==> src/rtl/vga_if.sv <==
// vga_if: pixel-timing bus between the timing generator and the renderer.
//
// Timing contract: this bus has no valid/ready pair. The producer owns all
// timing. hcnt/vcnt are registered and hold for a whole pixel period. pix_en
// is a one-clk strobe that marks the clk edge where everything advances. The
// consumer must present draw as a combinational function of the current
// hcnt/vcnt. The producer samples draw only on pix_en edges.
//
// Signals:
//   hcnt, vcnt  - current pixel position (producer -> consumer)
//   pix_en      - one-clk pixel strobe (producer -> consumer)
//   hsync/vsync - registered sync pulses, one pixel behind the counters
//   video       - blanked, registered pixel, aligned with the syncs
//   frame_tick  - one-clk pulse when the counters enter vertical blank
//   draw        - pixel-on bit from the renderer (consumer -> producer)
interface vga_if;
  logic [9:0] hcnt;
  logic [9:0] vcnt;
  logic       pix_en;
  logic       hsync;
  logic       vsync;
  logic       video;
  logic       frame_tick;
  logic       draw;

  modport master (
    output hcnt, vcnt, pix_en, hsync, vsync, video, frame_tick,
    input  draw
  );

  modport slave (
    input  hcnt, vcnt, pix_en, hsync, vsync, video, frame_tick,
    output draw
  );
endinterface

==> src/rtl/vga_timing_gen.sv <==
// vga_timing_gen: pixel-timing master for the pong display path.
//
// This block divides the system clock down to a pixel strobe. It runs the
// horizontal and vertical position counters and decodes the sync windows. It
// also registers the renderer's draw bit into a blanked video output, and it
// emits a once-per-frame tick at the start of vertical blank.
//
// Ports:
//   clk  - system clock
//   rst  - asynchronous, active-high reset
//   vif  - vga_if.master: hcnt, vcnt, pix_en, hsync, vsync, video,
//          frame_tick out; draw in
module vga_timing_gen #(
  parameter int CLK_DIV  = 2,
  parameter int H_ACTIVE = 640,
  parameter int H_FP     = 16,
  parameter int H_SYNC   = 96,
  parameter int H_BP     = 48,
  parameter int V_ACTIVE = 480,
  parameter int V_FP     = 10,
  parameter int V_SYNC   = 2,
  parameter int V_BP     = 33,
  parameter bit SYNC_POL = 1'b0
) (
  input logic   clk,
  input logic   rst,
  vga_if.master vif
);

  localparam int H_TOTAL = H_ACTIVE + H_FP + H_SYNC + H_BP;
  localparam int V_TOTAL = V_ACTIVE + V_FP + V_SYNC + V_BP;
  localparam int DIV_W   = (CLK_DIV > 1) ? $clog2(CLK_DIV) : 1;

  localparam logic [DIV_W-1:0] DIV_LAST = DIV_W'(CLK_DIV - 1);
  localparam logic [9:0] H_LAST    = 10'(H_TOTAL - 1);
  localparam logic [9:0] V_LAST    = 10'(V_TOTAL - 1);
  localparam logic [9:0] H_ACT     = 10'(H_ACTIVE);
  localparam logic [9:0] V_ACT     = 10'(V_ACTIVE);
  localparam logic [9:0] HS_START  = 10'(H_ACTIVE + H_FP);
  localparam logic [9:0] HS_END    = 10'(H_ACTIVE + H_FP + H_SYNC - 1);
  localparam logic [9:0] VS_START  = 10'(V_ACTIVE + V_FP);
  localparam logic [9:0] VS_END    = 10'(V_ACTIVE + V_FP + V_SYNC - 1);
  localparam logic [9:0] V_PRE_BLK = 10'(V_ACTIVE - 1);

  logic [DIV_W-1:0] div_cnt;
  logic [9:0]       hcnt_q;
  logic [9:0]       vcnt_q;
  logic             pix_en;
  logic             line_end;
  logic             frame_end;
  logic             hs_raw;
  logic             vs_raw;
  logic             visible;
  logic             video_q;
  logic             hsync_q;
  logic             vsync_q;
  logic             tick_q;

  // The strobe is gated by rst so that it reads low during reset, even
  // though div_cnt is already held at its reset value.
  assign pix_en    = (div_cnt == DIV_LAST) && !rst;
  assign line_end  = (hcnt_q == H_LAST);
  assign frame_end = line_end && (vcnt_q == V_LAST);

  assign hs_raw  = (hcnt_q >= HS_START) && (hcnt_q <= HS_END);
  assign vs_raw  = (vcnt_q >= VS_START) && (vcnt_q <= VS_END);
  assign visible = (hcnt_q < H_ACT) && (vcnt_q < V_ACT);

  // Clock divider: free-running, restarts its phase on every reset.
  always_ff @(posedge clk or posedge rst) begin
    if (rst) begin
      div_cnt <= '0;
    end else if (div_cnt == DIV_LAST) begin
      div_cnt <= '0;
    end else begin
      div_cnt <= div_cnt + 1'b1;
    end
  end

  // Position counters: raster order, advancing once per pixel strobe.
  always_ff @(posedge clk or posedge rst) begin
    if (rst) begin
      hcnt_q <= '0;
      vcnt_q <= '0;
    end else if (pix_en) begin
      if (line_end) begin
        hcnt_q <= '0;
        vcnt_q <= frame_end ? 10'd0 : vcnt_q + 10'd1;
      end else begin
        hcnt_q <= hcnt_q + 10'd1;
      end
    end
  end

  // Output stage: samples the decode of the current counters. The pixel,
  // hsync and vsync therefore all trail the counters by one pixel and stay
  // aligned with each other.
  always_ff @(posedge clk or posedge rst) begin
    if (rst) begin
      video_q <= 1'b0;
      hsync_q <= ~SYNC_POL;
      vsync_q <= ~SYNC_POL;
    end else if (pix_en) begin
      video_q <= vif.draw && visible;
      hsync_q <= hs_raw ? SYNC_POL : ~SYNC_POL;
      vsync_q <= vs_raw ? SYNC_POL : ~SYNC_POL;
    end
  end

  // The tick fires on the edge that moves the counters from the last pixel
  // of the last visible line to (0, V_ACTIVE). It is therefore high in
  // exactly the clk where vertical blank begins, and low on every other edge.
  always_ff @(posedge clk or posedge rst) begin
    if (rst) begin
      tick_q <= 1'b0;
    end else begin
      tick_q <= pix_en && line_end && (vcnt_q == V_PRE_BLK);
    end
  end

  assign vif.hcnt       = hcnt_q;
  assign vif.vcnt       = vcnt_q;
  assign vif.pix_en     = pix_en;
  assign vif.hsync      = hsync_q;
  assign vif.vsync      = vsync_q;
  assign vif.video      = video_q;
  assign vif.frame_tick = tick_q;

endmodule

==> src/flat_wrapper.sv <==
// flat-port wrapper written by rule: the top's interface ports become plain ports
module vga_timing_gen_flat 
#(
  parameter int CLK_DIV  = 2,
  parameter int H_ACTIVE = 640,
  parameter int H_FP     = 16,
  parameter int H_SYNC   = 96,
  parameter int H_BP     = 48,
  parameter int V_ACTIVE = 480,
  parameter int V_FP     = 10,
  parameter int V_SYNC   = 2,
  parameter int V_BP     = 33,
  parameter bit SYNC_POL = 1'b0
)
  (clk, rst, vif_hcnt, vif_vcnt, vif_pix_en, vif_hsync, vif_vsync, vif_video, vif_frame_tick, vif_draw);
  vga_if vif_i ();
  input logic clk;
  input logic rst;
  output wire logic [$bits(vif_i.hcnt)-1:0] vif_hcnt;
  output wire logic [$bits(vif_i.vcnt)-1:0] vif_vcnt;
  output wire logic [$bits(vif_i.pix_en)-1:0] vif_pix_en;
  output wire logic [$bits(vif_i.hsync)-1:0] vif_hsync;
  output wire logic [$bits(vif_i.vsync)-1:0] vif_vsync;
  output wire logic [$bits(vif_i.video)-1:0] vif_video;
  output wire logic [$bits(vif_i.frame_tick)-1:0] vif_frame_tick;
  input wire logic [$bits(vif_i.draw)-1:0] vif_draw;
  assign vif_hcnt = vif_i.hcnt;
  assign vif_vcnt = vif_i.vcnt;
  assign vif_pix_en = vif_i.pix_en;
  assign vif_hsync = vif_i.hsync;
  assign vif_vsync = vif_i.vsync;
  assign vif_video = vif_i.video;
  assign vif_frame_tick = vif_i.frame_tick;
  assign vif_i.draw = vif_draw;
  vga_timing_gen #(.CLK_DIV(CLK_DIV), .H_ACTIVE(H_ACTIVE), .H_FP(H_FP), .H_SYNC(H_SYNC), .H_BP(H_BP), .V_ACTIVE(V_ACTIVE), .V_FP(V_FP), .V_SYNC(V_SYNC), .V_BP(V_BP), .SYNC_POL(SYNC_POL)) u_core (.clk(clk), .rst(rst), .vif(vif_i));
endmodule
==> config.mk <==
export PLATFORM = sky130hd
export DESIGN_NAME = vga_timing_gen_flat
export DESIGN_NICKNAME = d
export VERILOG_FILES = /design/src/rtl/vga_if.sv /design/src/rtl/vga_timing_gen.sv /design/src/flat_wrapper.sv
export SDC_FILE = /design/constraint.sdc
export NUM_CORES = 1
export LEC_CHECK = 0
export CORE_MARGIN = 2
export CORE_UTILIZATION = 52
export CTS_BUF_LIST = sky130_fd_sc_hd__clkbuf_2 sky130_fd_sc_hd__clkbuf_4 sky130_fd_sc_hd__clkbuf_8
export DETAILED_ROUTE_END_ITERATION = 10
export PLACE_DENSITY = 0.78
export SYNTH_ARGS = -nofsm -noshare
export SYNTH_HDL_FRONTEND = slang
export SYNTH_SLANG_ARGS = --single-unit
==> constraint.sdc <==
create_clock -name clk -period 2.7 [get_ports clk]
set_input_delay 0.54 -clock clk [delete_from_list [all_inputs] [get_ports clk]]
set_output_delay 0.54 -clock clk [all_outputs]
set_load 0.1 [all_outputs]
; Word level (Yosys, flattened, before mapping)
; Cells that the tools add are included.
[op_classes]
addsub = 3
n_eq_ne = 3
bitwise = 0
n_shift = 0
n_mux = 5
n_div = 0
magnitude_cmp = 6
mul = 0
n_reduce_logical = 10
[op_table]
columns = cell, count
row1 = "adder 10 x 1 -> 10 bit, second input constant", 2
row2 = "== test 10 bit, second input constant", 2
row3 = two-way mux 10 bit, 2
row4 = "== test 10 x 9 -> 1 bit, second input constant", 1
row5 = "greater-or-equal comparator 10 bit, second input constant", 1
row6 = "greater-or-equal comparator 10 x 9 -> 1 bit, second input constant", 1
row7 = "less-or-equal comparator 10 bit, second input constant", 1
row8 = "less-or-equal comparator 10 x 9 -> 1 bit, second input constant", 1
row9 = "less-than comparator 10 bit, second input constant", 1
row10 = "less-than comparator 10 x 9 -> 1 bit, second input constant", 1
row11 = logical AND 1 bit, 8
row12 = two-way mux 1 bit, 3
row13 = AND reduction 2 bit, 1
row14 = "adder 1 bit, second input constant", 1
row15 = logical NOT 1 bit, 1
[totals]
ram_bits = 0
out_inout_bits = 25
mem_count = 0
latchBits = 0
romBits = 0
ff_bits = 25
elab_cells = 34
in_bits = 3

; Depth between registers and ports, before layout
; Gate-level depths: netlist (run 1).
[depth]
depth_word = 4
depth_mapped = 6

; Worst setup path before layout (run 1)
; No wires, ideal clock.
[synth_timing]
path_type = register -> register
from = register u_core.hcnt_q[0] (netlist: u_core.vif.hcnt[0])
to = register u_core.vcnt_q[9] (netlist: u_core.vif.vcnt[9])
slack_ps = 53
synth_period_minus_slack_ps = 2647
arrival_ps = 2569
path_stages_with_launch = 7
t_required_ps = 2623
path_cell_list = dfrtp_1 > ha_1 > nand4_1 > or3_1 > buf_2 > or4_1 > a21oi_1
[synth_via]
elab_chain_cells = 3
word_cells_on_any_way = 4
[synth_lines]
columns = item, line
row1 = "start, declared", vga_timing_gen.sv:46  ; logic [9:0] hcnt_q;
row2 = "start signal, assigned", vga_timing_gen.sv:90  ; hcnt_q <= hcnt_q + 10'd1;
row3 = == test 10 bit *, vga_timing_gen.sv:62  ; assign line_end = (hcnt_q == H_LAST);
row4 = logical AND 1 bit, vga_timing_gen.sv:63  ; assign frame_end = line_end && (vcnt_q == V_LAST);
row5 = two-way mux 10 bit, vga_timing_gen.sv:88  ; vcnt_q <= frame_end ? 10'd0 : vcnt_q + 10'd1;
row6 = "end signal, assigned", vga_timing_gen.sv:88
row7 = "end, declared", vga_timing_gen.sv:47  ; logic [9:0] vcnt_q;
; Every way passes the cells marked *; elsewhere a longest branch is shown, timed or not.
; A chain may end at the register's enable or synchronous reset.

; Worst setup path after layout (run 1)
[layout_timing]
from = input rst
to = output vif_pix_en
[layout_via]
elab_chain_cells = 2
[layout_lines]
columns = item, line
row1 = "start, declared", flat_wrapper.sv:18  ; input logic rst;
row2 = logical NOT 1 bit, vga_timing_gen.sv:61  ; assign pix_en = (div_cnt == DIV_LAST) && !rst;
row3 = logical AND 1 bit, vga_timing_gen.sv:61
row4 = "end, declared", flat_wrapper.sv:21  ; output wire logic [$bits(vif_i.pix_en)-1:0] vif_pix_en;
; Every way passes these cells.

==> results of run 1 <==
-- cell families after synthesis --
kind of cell | Yosys count
simple gates | 62
flops | 25
compound gates | 20
xor+xnor | 10
buf+inv | 10
fa+ha+maj | 4
-- critical path, delay by kind of cell --
family / cells / cell delay [ns]
buffers and inverters: 3 / 1.05
AND/OR/NAND/NOR: 1 / 0.24
-- per-layer routing --
| layer | up-vias | global-route usage |
|---|---|---|
| met4 | 0 | 0.103 |
| li1 | 536 | - |
| met2 | 30 | 0.331 |
| met5 | - | 0 |
| met1 | 535 | 0.292 |
| met3 | 4 | 0.0339 |
-- final cells by class --
class,instances,area [um^2],share of cell area
clock buffers,4,30.0,0.0191
inverters,8,30.0,0.0191
multi-input cells,96,608,0.386
flip-flops and latches,25,628,0.399
well taps,28,35.0,0.0223
repair buffers,30,243,0.154
-- Yosys cell counts, drive strengths merged --
cell,n,area share
ha,4,0.039
o21ai,9,0.035
nand3b,1,0.0059
xnor2,6,0.041
clkinv,1,0.0029
or4,2,0.012
and4,2,0.014
nand3,8,0.031
o31ai,3,0.018
nand4b,2,0.014
nand2,13,0.038
or3,4,0.024
a2111oi,1,0.0069
nor2,8,0.024
a21oi,5,0.020
nor4b,2,0.014
nand4,6,0.029
xor2,4,0.027
dfrtp,23,0.45
buf,1,0.0039
clkbuf,1,0.0029
and2,1,0.0049
and4b,1,0.0079
dfstp,2,0.041
a31oi,1,0.0049
nor4,3,0.020
nor2b,2,0.0098
inv,7,0.021
nand2b,3,0.015
and3,1,0.0049
nor3,3,0.012
a22oi,1,0.0059
-- where the power goes --
part / switching [mW] / internal (mW) / total, mW
combinational: 0.323 / 0.0883 / 0.411
clock: 0.107 / 0.0679 / 0.175
sequential: 0.0485 / 0.408 / 0.457
total: 0.478 / 0.564 / 1.04
-- sequential cells by signal (all words and copies together) (netlist names) --
| register | count |
|---|---|
| u_core.vif.hcnt | 10 |
| u_core.vif.frame_tick | 1 |
| u_core.div_cnt | 1 |
| u_core.vif.vcnt | 10 |
| u_core.vif.video | 1 |
| u_core.vif.hsync | 1 |
| u_core.vif.vsync | 1 |
-- worst min-delay path by stage --
stage,start,end,slack (ns),cells after the start
floorplan,u_core.div_cnt,u_core.div_cnt,0.41,1
global placement,u_core.div_cnt,u_core.div_cnt,0.43,1
detailed placement,u_core.div_cnt,u_core.div_cnt,0.45,1
CTS,u_core.div_cnt,u_core.div_cnt,0.47,1
global route,u_core.div_cnt,u_core.div_cnt,0.51,1
finish,u_core.div_cnt,u_core.div_cnt,0.47,1
==> summary.md, run 1 <==
| Metric | Value |
|---|---|
| First-pass GRT wire length | `4430 um` |
| Cts bufs inserted | `3` |
| Critical path class | `input pin to primary output` |
| Clk sinks | `25` |
| Largest family of logic cells by synthesized area | `simple AND/OR/NAND/NOR gates` |
| End of the critical path | `vif_pix_en` |
| Placed Area | `1540 um^2` |
| DP Cell Count | `187` |
| Hold buffers post-CTS | `0` |
| CTS tree | `built` |
| # port buffers | `27` |
| Seq/Total Area, Yosys | `0.493` |
| Top sig layer | `met4` |
| Worst setup EP type | `primary output` |
| Pre-CTS setup slack | `0.333 ns` |
| Post-CTS Resized | `0` |
| Final cell count without fillers | `191` |
| Synth Area in Simple Gates | `0.279` |
| Vias per cell | `5.79` |
| Root buffer cell | `clkbuf_4` |
| Die X | `53.5 um` |
| Crit-path slowest cell | `clkdlybuf4s50_1` |
| Share of layout cells above drive strength 1 | `0.221` |
| GPL Wtd Cong | `0.888` |
| Commonest non-fill, non-tap cells in the layout | `27 x buf_4, 23 x dfrtp_1, 13 x nand2_1` |
| CP Launch Type | `input pin` |
| Routed wire per std cell | `14.0 um` |
| Metal-1 WL | `1240 um` |
| Fin crit period | `2.38 ns` |
| Slew Viols, Final | `0` |
| CP Data Arrival Time | `1.84 ns` |
| Antenna viol nets, final | `0` |
| Max Fclk | `420 MHz` |
| Number of global-route vias before repair | `986` |
| Worst hold path type | `flip-flop to flip-flop` |
| Reg2reg end | `u_core.vif.vcnt[9]` |
| Tot GR Track Use | `0.214` |
| Layout area overhead | `23.5%` |
| Starting Density | `0.565` |
| PwrDens | `662 nW/um^2` |
| Largest net degree at the start of global routing | `26` |
| Post-DP HPWL | `2000 um` |
| Fin util | `0.698` |
| Finished Cell Area | `1570 um^2` |
| CP Cell Sequence | `clkdlybuf4s50_1, nand2b_1, clkinv_1, buf_12` |
| Synth Instances | `131` |
| Met2 wire length | `1300 um` |
| CP startpoint | `rst` |
| Clock Pin Slew Worst Setup and Hold Paths | `0.13 ns` |
| DRT iter0 DRCs | `27` |
| Max Cap Viol | `0` |
| R2R setup slack | `0.57 ns` |
| Die area | `2860 um^2` |
| Yosys warnings | `0` |
| Avg Inst Size Synth | `9.73 um^2` |
| H-tree depth | `1` |
| I/O pin total | `28` |
| Worst Tran Pin Value | `0.480 ns` |
| Initial antenna violation count | `0` |
| Worst-case clock buffer depth | `2` |
| Maximum fanout along the worst path | `9` |
| Post-CTS setup buffers | `0` |
| Clk Latency, worst-skew pair | `0.32 ns` |
| DR WL met3 | `97 um` |
| Clock skew | `0.00352 ns` |
| Pwr Total | `1.04 mW` |
| Pre-antenna DRT Iters | `4` |
| Syn Nets | `138` |
| Total grt overflow | `0` |
| # DRC | `0` |
| Final #Nets | `171` |
| Final WS setup | `0.320 ns` |
| Post-synthesis instance area | `1270 um^2` |
| Relative slew slack | `0.672` |
| Outcome | `complete, no violations` |
| FF+latch count, synth | `25` |
| CP required | `2.16 ns` |
| VDD IR-drop max | `0.000819 V` |
| Diode count | `0` |
| Post-Synth Adder-Cell Area | `0.0393` |
| Filler cells | `176` |
| Final setup TNS | `0 ns` |
| Fin. Hold Viols | `0` |
| Final setup violation count | `0` |
| Hold slack | `0.472 ns` |
| Complex-gate fraction of the synthesized area | `0.0903` |
| Die height | `53.5 um` |
| Mux cell area share after synthesis | `0` |
| Worst R2R Path Depth | `5` |
| Static Leak | `0.722 nW` |
| Final Cycle Share | `0.881` |
| Yosys cell types | `34` |
| RSZ-0062 raised after global routing | `no` |
| Post-Route WL | `2670 um` |
| Crit Reg-Reg Startpoint | `u_core.vif.hcnt[0]` |
| Synth Area in XOR/XNOR | `0.0687` |
| Num rows | `17` |
| Routed via count | `1105` |
| Core area | `2250 um^2` |
| Max incr delay on CP | `0.49 ns` |
| Commonest non-fill, non-tap cell in the layout | `buf_4` |
Power figures use the tool's default switching activity.
==> run 2, diff against run 1 <==
--- a/config.mk
+++ b/config.mk
@@ -5,11 +5,12 @@
 export SDC_FILE = /design/constraint.sdc
 export NUM_CORES = 1
 export LEC_CHECK = 0
-export CORE_MARGIN = 2
-export CORE_UTILIZATION = 52
+export CORE_ASPECT_RATIO = 0.9
+export CORE_MARGIN = 3
+export CORE_UTILIZATION = 47
 export CTS_BUF_LIST = sky130_fd_sc_hd__clkbuf_2 sky130_fd_sc_hd__clkbuf_4 sky130_fd_sc_hd__clkbuf_8
 export DETAILED_ROUTE_END_ITERATION = 10
-export PLACE_DENSITY = 0.78
+export PLACE_DENSITY = 0.74
 export SYNTH_ARGS = -nofsm -noshare
 export SYNTH_HDL_FRONTEND = slang
 export SYNTH_SLANG_ARGS = --single-unit
==> constraint.sdc (replaced) <==
create_clock -name clk -period 2.15 [get_ports clk]
set_input_delay 0.43 -clock clk [delete_from_list [all_inputs] [get_ports clk]]
set_output_delay 0.43 -clock clk [all_outputs]
set_load 0.1 [all_outputs]
==> summary.md, run 2 (synthesis gave the netlist of run 1 again) <==
| Metric | Value |
|---|---|
| Outcome | `complete, no violations` |
| Layout area overhead | `29.8%` |
| Commonest non-fill, non-tap cell in the layout | `buf_4` |
| Hold buffers post-CTS | `0` |
| Area of the multi-input gates | `634 um^2` |
| CP Data Arrival Time | `1.57 ns` |
| Routed wire per std cell | `15.5 um` |
| Initial antenna violation count | `0` |
| GPL Wtd Cong | `0.804` |
| Fin. Hold Viols | `0` |
| Post-DP HPWL | `2290 um` |
| Die X | `60.9 um` |
| Antenna viol nets, final | `0` |
| RSZ-0062 raised after global routing | `no` |
| FF/Latch Area | `654 um^2` |
| Post-CTS setup buffers | `0` |
| H-tree depth | `1` |
| Clock Pin Slew Worst Setup and Hold Paths | `0.13 ns` |
| Critical path class | `input pin to primary output` |
| Fin crit period | `2.00 ns` |
| Total grt overflow | `0` |
| CTS tree | `built` |
| Clock skew | `0.00826 ns` |
| Vias per cell | `5.70` |
| Die height | `55.4 um` |
| # port buffers | `27` |
| Starting Density | `0.508` |
| Slew Viols, Final | `0` |
| # DRC | `0` |
| PwrDens | `809 nW/um^2` |
| Cts bufs inserted | `3` |
| Commonest non-fill, non-tap cells in the layout | `31 x buf_4, 13 x nand2_1, 10 x dfrtp_1` |
| Worst setup EP type | `primary output` |
| Largest net degree at the start of global routing | `22` |
| Final #Nets | `175` |
| Clk sinks | `25` |
| VDD IR-drop max | `0.000825 V` |
| Die area | `3370 um^2` |
| Final Cycle Share | `0.930` |
| Routed via count | `1111` |
| Filler cells | `211` |
| Final setup violation count | `0` |
| Placed Area | `1610 um^2` |
| Number of global-route vias before repair | `1076` |
| First-pass GRT wire length | `5150 um` |
| Pre-antenna DRT Iters | `4` |
| Worst-case clock buffer depth | `2` |
| Post-CTS Resized | `1` |
| Max Cap Viol | `0` |
| Relative slew slack | `0.725` |
| I/O pin total | `28` |
| Diode count | `0` |
| Maximum fanout along the worst path | `6` |
| Worst Tran Pin Value | `0.402 ns` |
| Num rows | `17` |
| DRT iter0 DRCs | `40` |
| Static Leak | `0.724 nW` |
| CP Launch Type | `input pin` |
| Root buffer cell | `clkbuf_4` |
| Share of layout cells above drive strength 1 | `0.347` |
| Post-Route WL | `3030 um` |
| Tot GR Track Use | `0.198` |
| Max Fclk | `500 MHz` |
| Clk Latency, worst-skew pair | `0.32 ns` |
| Final setup TNS | `0 ns` |
| Core area | `2510 um^2` |
| Worst hold path type | `input pin to async pin` |
| CP required | `1.72 ns` |
| Finished Cell Area | `1660 um^2` |
-- run 2: cell type report --
type,instances,share of cell area
inverters,8,0.0189
clock inverters,1,0.00302
well taps,28,0.0212
clock buffers,3,0.0136
multi-input cells,96,0.383
repair buffers,34,0.165
flip-flops and latches,25,0.395
-- run 2: path summary, 6_finish.rpt --
| check | to | slack [ns] | depth (start not counted) | start |
|---|---|---|---|---|
| worst max-delay path | vif_pix_en | 0.15 | 5 | rst |
| worst max register to register | u_core.vif.vcnt[9] | 0.17 | 4 | u_core.vif.hcnt[5] |
| min in group clk | u_core.div_cnt | 0.49 | 1 | u_core.div_cnt |
| max in group asynchronous | u_core.vif.hsync | 1.27 | 3 | rst |
| worst min register to register | u_core.div_cnt | 0.49 | 1 | u_core.div_cnt |
| worst min-delay path | u_core.vif.hcnt[6] | 0.33 | 2 | rst |
-- run 2: through the flow --
step	instances	utilization	setup slack, ns	power (mW)	hold slack [ns]
4_1_cts	195	0.657	0.0647	1.35	0.339
3_3_place_gp	191	0.643	0.0407	1.13	0.426
5_1_grt	195	0.660	0.0863	1.40	0.322
2_1_floorplan	131	-	0.00423	1.01	0.410
3_5_place_dp	191	0.643	-0.0786	1.14	0.456
6_report	195	0.660	0.150	1.34	0.334
-- run 2: power by group --
group          leakage (nW)  internal, mW  switching (mW)
combinational         0.409         0.120           0.411
clock                0.0177        0.0698           0.141
sequential            0.297         0.527          0.0701
-- run 2: per-layer routing --
| layer | track usage | routed length [um] |
|---|---|---|
| met1 | 0.287 | 1450 |
| met2 | 0.304 | 1420 |
| met3 | 0.0514 | 142 |
| met4 | 0.0279 | 14 |
| met5 | 0 | 0 |
-- run 2: worst max-delay path, cell delays in order --
cell,delay (ns)
clkdlybuf4s50_1,0.49
nand2b_2,0.19
clkinv_2,0.12
buf_4,0.17
buf_12,0.16
==> run 3, diff against run 2 <==
--- a/config.mk
+++ b/config.mk
@@ -10,6 +10,7 @@
 export CORE_UTILIZATION = 47
 export CTS_BUF_LIST = sky130_fd_sc_hd__clkbuf_2 sky130_fd_sc_hd__clkbuf_4 sky130_fd_sc_hd__clkbuf_8
 export DETAILED_ROUTE_END_ITERATION = 10
+export GPL_ROUTABILITY_DRIVEN = 1
 export PLACE_DENSITY = 0.74
 export SYNTH_ARGS = -nofsm -noshare
 export SYNTH_HDL_FRONTEND = slang
==> results of run 3 <==
The final DEF is identical to that of run 2; final timing and power are the same.
